File: src/rtl/seg_round_tracker_if.sv
// ---------------------------------------------------------------------------
// seg_round_tracker_if
// Groups the game-control and status signals of seg_round_tracker.
//   count_in   : 3-bit free-running value from the upstream 1 Hz counter
//   start      : level, starts or re-arms a game
//   pause      : level, holds the game while high
//   round      : 4-bit completed-wrap count of the current game
//   state      : 2-bit FSM state (IDLE=00, RUN=01, PAUSE=10, DONE=11)
//   wrap_pulse : one-cycle pulse for each counted wrap
//   game_over  : high while state is DONE
//   step_err   : sticky illegal-step flag
// master modport drives the controls, slave modport is the tracker itself.
// ---------------------------------------------------------------------------
interface seg_round_tracker_if;
  logic [2:0] count_in;
  logic       start;
  logic       pause;
  logic [3:0] round;
  logic [1:0] state;
  logic       wrap_pulse;
  logic       game_over;
  logic       step_err;

  modport master (
    output count_in, start, pause,
    input  round, state, wrap_pulse, game_over, step_err
  );

  modport slave (
    input  count_in, start, pause,
    output round, state, wrap_pulse, game_over, step_err
  );
endinterface

File: src/rtl/seg_round_tracker.sv
// ---------------------------------------------------------------------------
// seg_round_tracker
// Counts 7->0 wraps of an upstream 0..7 counter as game rounds. A game runs
// until MAX_ROUNDS wraps have been counted, can be paused, and is re-armed
// through IDLE with start.
// Ports:
//   clk_1H : 1 Hz game tick, all state changes on its rising edge
//   reset  : asynchronous, active-high
//   bus    : seg_round_tracker_if.slave (count_in/start/pause in,
//            round/state/wrap_pulse/game_over/step_err out)
// Parameter:
//   MAX_ROUNDS : wraps that end a game, 1..15, default 9
// Optional feature:
//   SEG_ROUND_TRACKER_STEP_CHECK_EN : when defined, flags count_in steps that
//   are neither a hold nor +1 (mod 8) while running. When undefined step_err
//   is tied low and no check logic exists.
// ---------------------------------------------------------------------------
module seg_round_tracker #(
  parameter int MAX_ROUNDS = 9
) (
  input  logic               clk_1H,
  input  logic               reset,
  seg_round_tracker_if.slave bus
);

  typedef enum logic [1:0] {
    IDLE  = 2'b00,
    RUN   = 2'b01,
    PAUSE = 2'b10,
    DONE  = 2'b11
  } state_t;

  localparam logic [3:0] ROUND_LAST = 4'(MAX_ROUNDS - 1);

  state_t     state_q, state_d;
  logic [3:0] round_q, round_d;
  logic       wrap_pulse_q, wrap_pulse_d;
  logic       game_over_q;
  logic [2:0] prev_count;
  logic       prev_valid;
  logic       wrap;

  // A wrap needs a real previous sample, so the first edge after reset can
  // never produce one even if the counter happens to read 0.
  assign wrap = prev_valid && (prev_count == 3'd7) && (bus.count_in == 3'd0);

  // Input history, tracked in every state so wrap detection is ready the
  // moment a game starts.
  always_ff @(posedge clk_1H or posedge reset) begin
    if (reset) begin
      prev_count <= 3'd0;
      prev_valid <= 1'b0;
    end else begin
      prev_count <= bus.count_in;
      prev_valid <= 1'b1;
    end
  end

  // State register.
  always_ff @(posedge clk_1H or posedge reset) begin
    if (reset) state_q <= IDLE;
    else       state_q <= state_d;
  end

  // Next-state logic. The terminal wrap wins over pause; start only matters
  // in IDLE and DONE, and DONE always goes back through IDLE.
  always_comb begin
    state_d = state_q;
    case (state_q)
      IDLE:  if (bus.start) state_d = RUN;
      RUN: begin
        if (wrap && (round_q == ROUND_LAST)) state_d = DONE;
        else if (bus.pause)                  state_d = PAUSE;
      end
      PAUSE: if (!bus.pause) state_d = RUN;
      DONE:  if (bus.start)  state_d = IDLE;
      default: state_d = IDLE;
    endcase
  end

  // Output next values. Only RUN counts wraps, which also covers a wrap on
  // the same edge that pause goes high. round is held in PAUSE, DONE and in
  // IDLE until the next start clears it.
  always_comb begin
    round_d      = round_q;
    wrap_pulse_d = 1'b0;
    case (state_q)
      IDLE: if (bus.start) round_d = 4'd0;
      RUN: begin
        if (wrap) begin
          round_d      = round_q + 4'd1;
          wrap_pulse_d = 1'b1;
        end
      end
      default: ;
    endcase
  end

  // Output registers; game_over is registered from the next state so it
  // lines up with state.
  always_ff @(posedge clk_1H or posedge reset) begin
    if (reset) begin
      round_q      <= 4'd0;
      wrap_pulse_q <= 1'b0;
      game_over_q  <= 1'b0;
    end else begin
      round_q      <= round_d;
      wrap_pulse_q <= wrap_pulse_d;
      game_over_q  <= (state_d == DONE);
    end
  end

`ifdef SEG_ROUND_TRACKER_STEP_CHECK_EN
  logic step_err_q, step_err_d;
  logic step_bad;

  // Legal moves are a hold or +1 mod 8; the 3-bit add wraps 7 to 0.
  assign step_bad = prev_valid && (bus.count_in != prev_count) &&
                    (bus.count_in != (prev_count + 3'd1));

  // Sticky flag: set while running, cleared only when a new game starts.
  always_comb begin
    step_err_d = step_err_q;
    if ((state_q == IDLE) && bus.start)    step_err_d = 1'b0;
    else if ((state_q == RUN) && step_bad) step_err_d = 1'b1;
  end

  // Step error register.
  always_ff @(posedge clk_1H or posedge reset) begin
    if (reset) step_err_q <= 1'b0;
    else       step_err_q <= step_err_d;
  end

  assign bus.step_err = step_err_q;
`else
  assign bus.step_err = 1'b0;
`endif

  assign bus.round      = round_q;
  assign bus.state      = state_q;
  assign bus.wrap_pulse = wrap_pulse_q;
  assign bus.game_over  = game_over_q;

endmodule

File: src/flat_wrapper.sv
// flat-port wrapper written by rule: the top's interface ports become plain ports
module seg_round_tracker_flat 
#(
  parameter int MAX_ROUNDS = 9
)
  (clk_1H, reset, bus_count_in, bus_start, bus_pause, bus_round, bus_state, bus_wrap_pulse, bus_game_over, bus_step_err);
  seg_round_tracker_if bus_i ();
  input  logic clk_1H;
  input  logic reset;
  input wire logic [$bits(bus_i.count_in)-1:0] bus_count_in;
  input wire logic [$bits(bus_i.start)-1:0] bus_start;
  input wire logic [$bits(bus_i.pause)-1:0] bus_pause;
  output wire logic [$bits(bus_i.round)-1:0] bus_round;
  output wire logic [$bits(bus_i.state)-1:0] bus_state;
  output wire logic [$bits(bus_i.wrap_pulse)-1:0] bus_wrap_pulse;
  output wire logic [$bits(bus_i.game_over)-1:0] bus_game_over;
  output wire logic [$bits(bus_i.step_err)-1:0] bus_step_err;
  assign bus_i.count_in = bus_count_in;
  assign bus_i.start = bus_start;
  assign bus_i.pause = bus_pause;
  assign bus_round = bus_i.round;
  assign bus_state = bus_i.state;
  assign bus_wrap_pulse = bus_i.wrap_pulse;
  assign bus_game_over = bus_i.game_over;
  assign bus_step_err = bus_i.step_err;
  seg_round_tracker #(.MAX_ROUNDS(MAX_ROUNDS)) u_core (.clk_1H(clk_1H), .reset(reset), .bus(bus_i));
endmodule
File: config.mk
export PLATFORM = sky130hd
export DESIGN_NAME = seg_round_tracker_flat
export DESIGN_NICKNAME = d
export VERILOG_FILES = /design/src/rtl/seg_round_tracker_if.sv /design/src/rtl/seg_round_tracker.sv /design/src/flat_wrapper.sv
export SDC_FILE = /design/constraint.sdc
export NUM_CORES = 1
export LEC_CHECK = 0
export ABC_AREA = 1
export BUFFER_PORTS_ARGS = -buffer_cell sky130_fd_sc_hd__buf_2
export CORE_AREA = 8 8 45 47
export CTS_BUF_LIST = sky130_fd_sc_hd__clkbuf_4 sky130_fd_sc_hd__clkbuf_8
export DETAILED_ROUTE_END_ITERATION = 10
export DIE_AREA = 0 0 53 55
export GPL_TIMING_DRIVEN = 0
export PLACE_DENSITY = 0.73
export SLEW_MARGIN = 20
export SYNTH_ARGS = -nofsm -noshare
export SYNTH_HDL_FRONTEND = slang
export SYNTH_SLANG_ARGS = --single-unit
File: constraint.sdc
create_clock -name clk_1H -period 1.75 [get_ports clk_1H]
set_input_delay 0.35 -clock clk_1H [delete_from_list [all_inputs] [get_ports clk_1H]]
set_output_delay 0.35 -clock clk_1H [all_outputs]
set_load 0.02 [all_outputs]
==> results.json <==
{
  "status": "complete, no violations",
  "yosys.area.top_type_share_pct": 47.3,
  "syn_to_final_growth_pct": 17.8,
  "finalClockSkew_ns": 0.00317,
  "crit_buf_inv": 1,
  "place_congestion": 0.785,
  "vias": 507,
  "synth_cell_types": 19,
  "cts-resized-gates": 0,
  "synthCells": 76,
  "wl_um": 1120,
  "grt_max_degree": 13,
  "leakage_nw": 0.429,
  "place.port_buffers": 14,
  "drv_cap": 0,
  "cts_made_buffers": 3,
  "wl_per_cell_um": 10.2,
  "rsz0062_at_grt": "no",
  "path_clk_slew_ns": 0.07,
  "cts_sinks": 12,
  "timing.final.crit_share_pct": 73.2,
  "max_clock_freq_ghz": 0.780,
  "tns_ns": 0,
  "synth_top_cell_by_area": "dfrtp_1",
  "tritoncts": "built",
  "die_y_um": 55,
  "synth.cell_area_um2": 634,
  "grt_remaining_overflow": 0,
  "antenna_found_initial": 0,
  "slew_violations": 0,
  "grt_usage_pct": 8.83,
  "drt_iter0_markers": 4,
  "clockBufferDepth": 2,
  "cts_setup_buffers": 0,
  "power_density_nw_per_um2": 1060,
  "synth_area_leaders": "dfrtp_1, nand2_1, inv_1",
  "ys_top_cells_by_count": "nand2_1, dfrtp_1, inv_1",
  "initial_core_util_pct": 45.8,
  "avgViaCountPerCell": 4.65,
  "core_um2": 1380,
  "io_pins": 16,
  "place_area_um2": 724,
  "avgSynthCellArea_um2": 8.35,
  "drive_above_1_share_pct": 35.5,
  "setup_violations": 0,
  "worstSetupPathType": "flop to output port",
  "vdd_drop_max_v": 0.000642,
  "synth_seq_area_share_pct": 47.3,
  "diodes": 0,
  "crit_required_ns": 1.40,
  "synth-seq-cells": 12,
  "cp-end-kind": "output port",
  "h-tree-depth": 1,
  "finalHoldViolCount": 0,
  "hpwl_um": 926,
  "insertion_delay_ns": 0.26,
  "finalCriticalPeriod_ns": 1.28,
  "cp.arrival_ns": 0.93,
  "crit_fanout": 6,
  "yosysWarnings": 0,
  "crit_chain": "buf_2",
  "route.detailed.drc": 0,
  "slowest_delay_ns": 0.46,
  "fp-row-count": 14,
  "critPathTopFamily": "flip-flops",
  "grt_pass1_wl_um": 1930,
  "dr.pass1.iters": 4,
  "final_antenna_net_count": 0,
  "synth-edff-count": 0,
  "final_nets": 104,
  "nFillCells": 134,
  "hold_buffers": 0,
  "async_reset_ff_share_pct": 100,
  "synth_fp_nets": 85,
  "clockRootBuffer": "clkbuf_4",
  "startpoint_type": "flop",
  "die_w_um": 53,
  "stdcell_area_um2": 747,
  "cp_slowest_cell": "dfrtp_1",
  "synth-main-ff-cell": "dfrtp_1",
  "synth_most_common_cell": "nand2_1",
  "grt_pass1_vias": 531,
  "hp-class": "primary input to async pin",
  "die_area_um2": 2920
}
per-stage QoR:
| stage | utilization, % | hold slack, ns | cells | worst slack (ns) | total power [mW] |
|---|---|---|---|---|---|
| global route | 54.0 | 0.123 | 109 | 0.383 | 0.840 |
| global placement | 52.4 | 0.363 | 106 | 0.511 | 0.626 |
| floorplan | - | 0.215 | 76 | 0.509 | 0.560 |
| detailed placement | 52.4 | 0.375 | 106 | 0.471 | 0.636 |
| finish | 54.0 | 0.0753 | 109 | 0.468 | 0.790 |
| CTS | 54.0 | 0.0893 | 109 | 0.456 | 0.800 |
per-layer routing:
metal  wire length (um)  GRT usage, %  part of all wire [%]
met5                  0             0                     0
met4                 28          7.33                   2.5
met3                 51          1.34                   4.6
met2                599          17.4                    54
met1                438          7.67                    39
path summary, 6_finish.rpt:
path	start	slack, ns	cells after the start	to
setup / recovery	u_core.bus.round[2]	0.47	1	bus_round[2]
hold reg to reg	u_core.bus.round[0]	0.57	1	u_core.bus.round[0]
hold / removal	reset	0.08	2	u_core.bus.round[0]
max in group asynchronous	reset	1.37	2	u_core.bus.game_over
setup reg to reg	u_core.bus.round[0]	0.48	8	u_core.bus.game_over
min in group clk_1H	bus_count_in[2]	0.23	1	u_core.prev_count[2]
layout by cell type (no fill, tap or decap), types with 2 or more instances in the layout:
master	Yosys	layout
ha_1	2	2
inv_2	4	4
nand3_1	4	4
dfrtp_1	12	12
buf_2	0	14
nand2_2	4	4
conb_1	2	2
nor2_1	5	5
inv_1	12	12
nand2_1	19	19
clkbuf_4	0	3
nor2_2	3	3
area by class of cell:
cell class / instances / area [um^2] / share of cell area, %
sequential: 12 / 300 / 40.2
inverter: 16 / 60.1 / 8.04
timing repair buffer: 14 / 70.1 / 9.38
multi-input combinational: 47 / 267 / 35.7
tap: 16 / 20.0 / 2.68
buffer: 1 / 7.51 / 1.01
clock buffer: 3 / 22.5 / 3.02
kinds of logic after synthesis:
group	share of synthesized area (%)
AOI/OAI and AO/OA	3.35
xor gates and xnor gates	1.38
adders and majority gates	3.94
buffers and inverters	10.7
DFF	47.3
other	1.18
and+or+nand+nor	32.2
state kept, by name, indices dropped and copies added (netlist names):
name	flops
u_core.bus.round	4
u_core.prev_count	3
u_core.bus.state	2
u_core.bus.game_over	1
u_core.bus.wrap_pulse	1
u_core.prev_valid	1
power by group:
part / switching [mW] / internal [mW]
clock network: 0.0846 / 0.0794
logic: 0.187 / 0.0859
registers: 0.0399 / 0.314
Note: power is estimated with default switching activity, not from simulation.
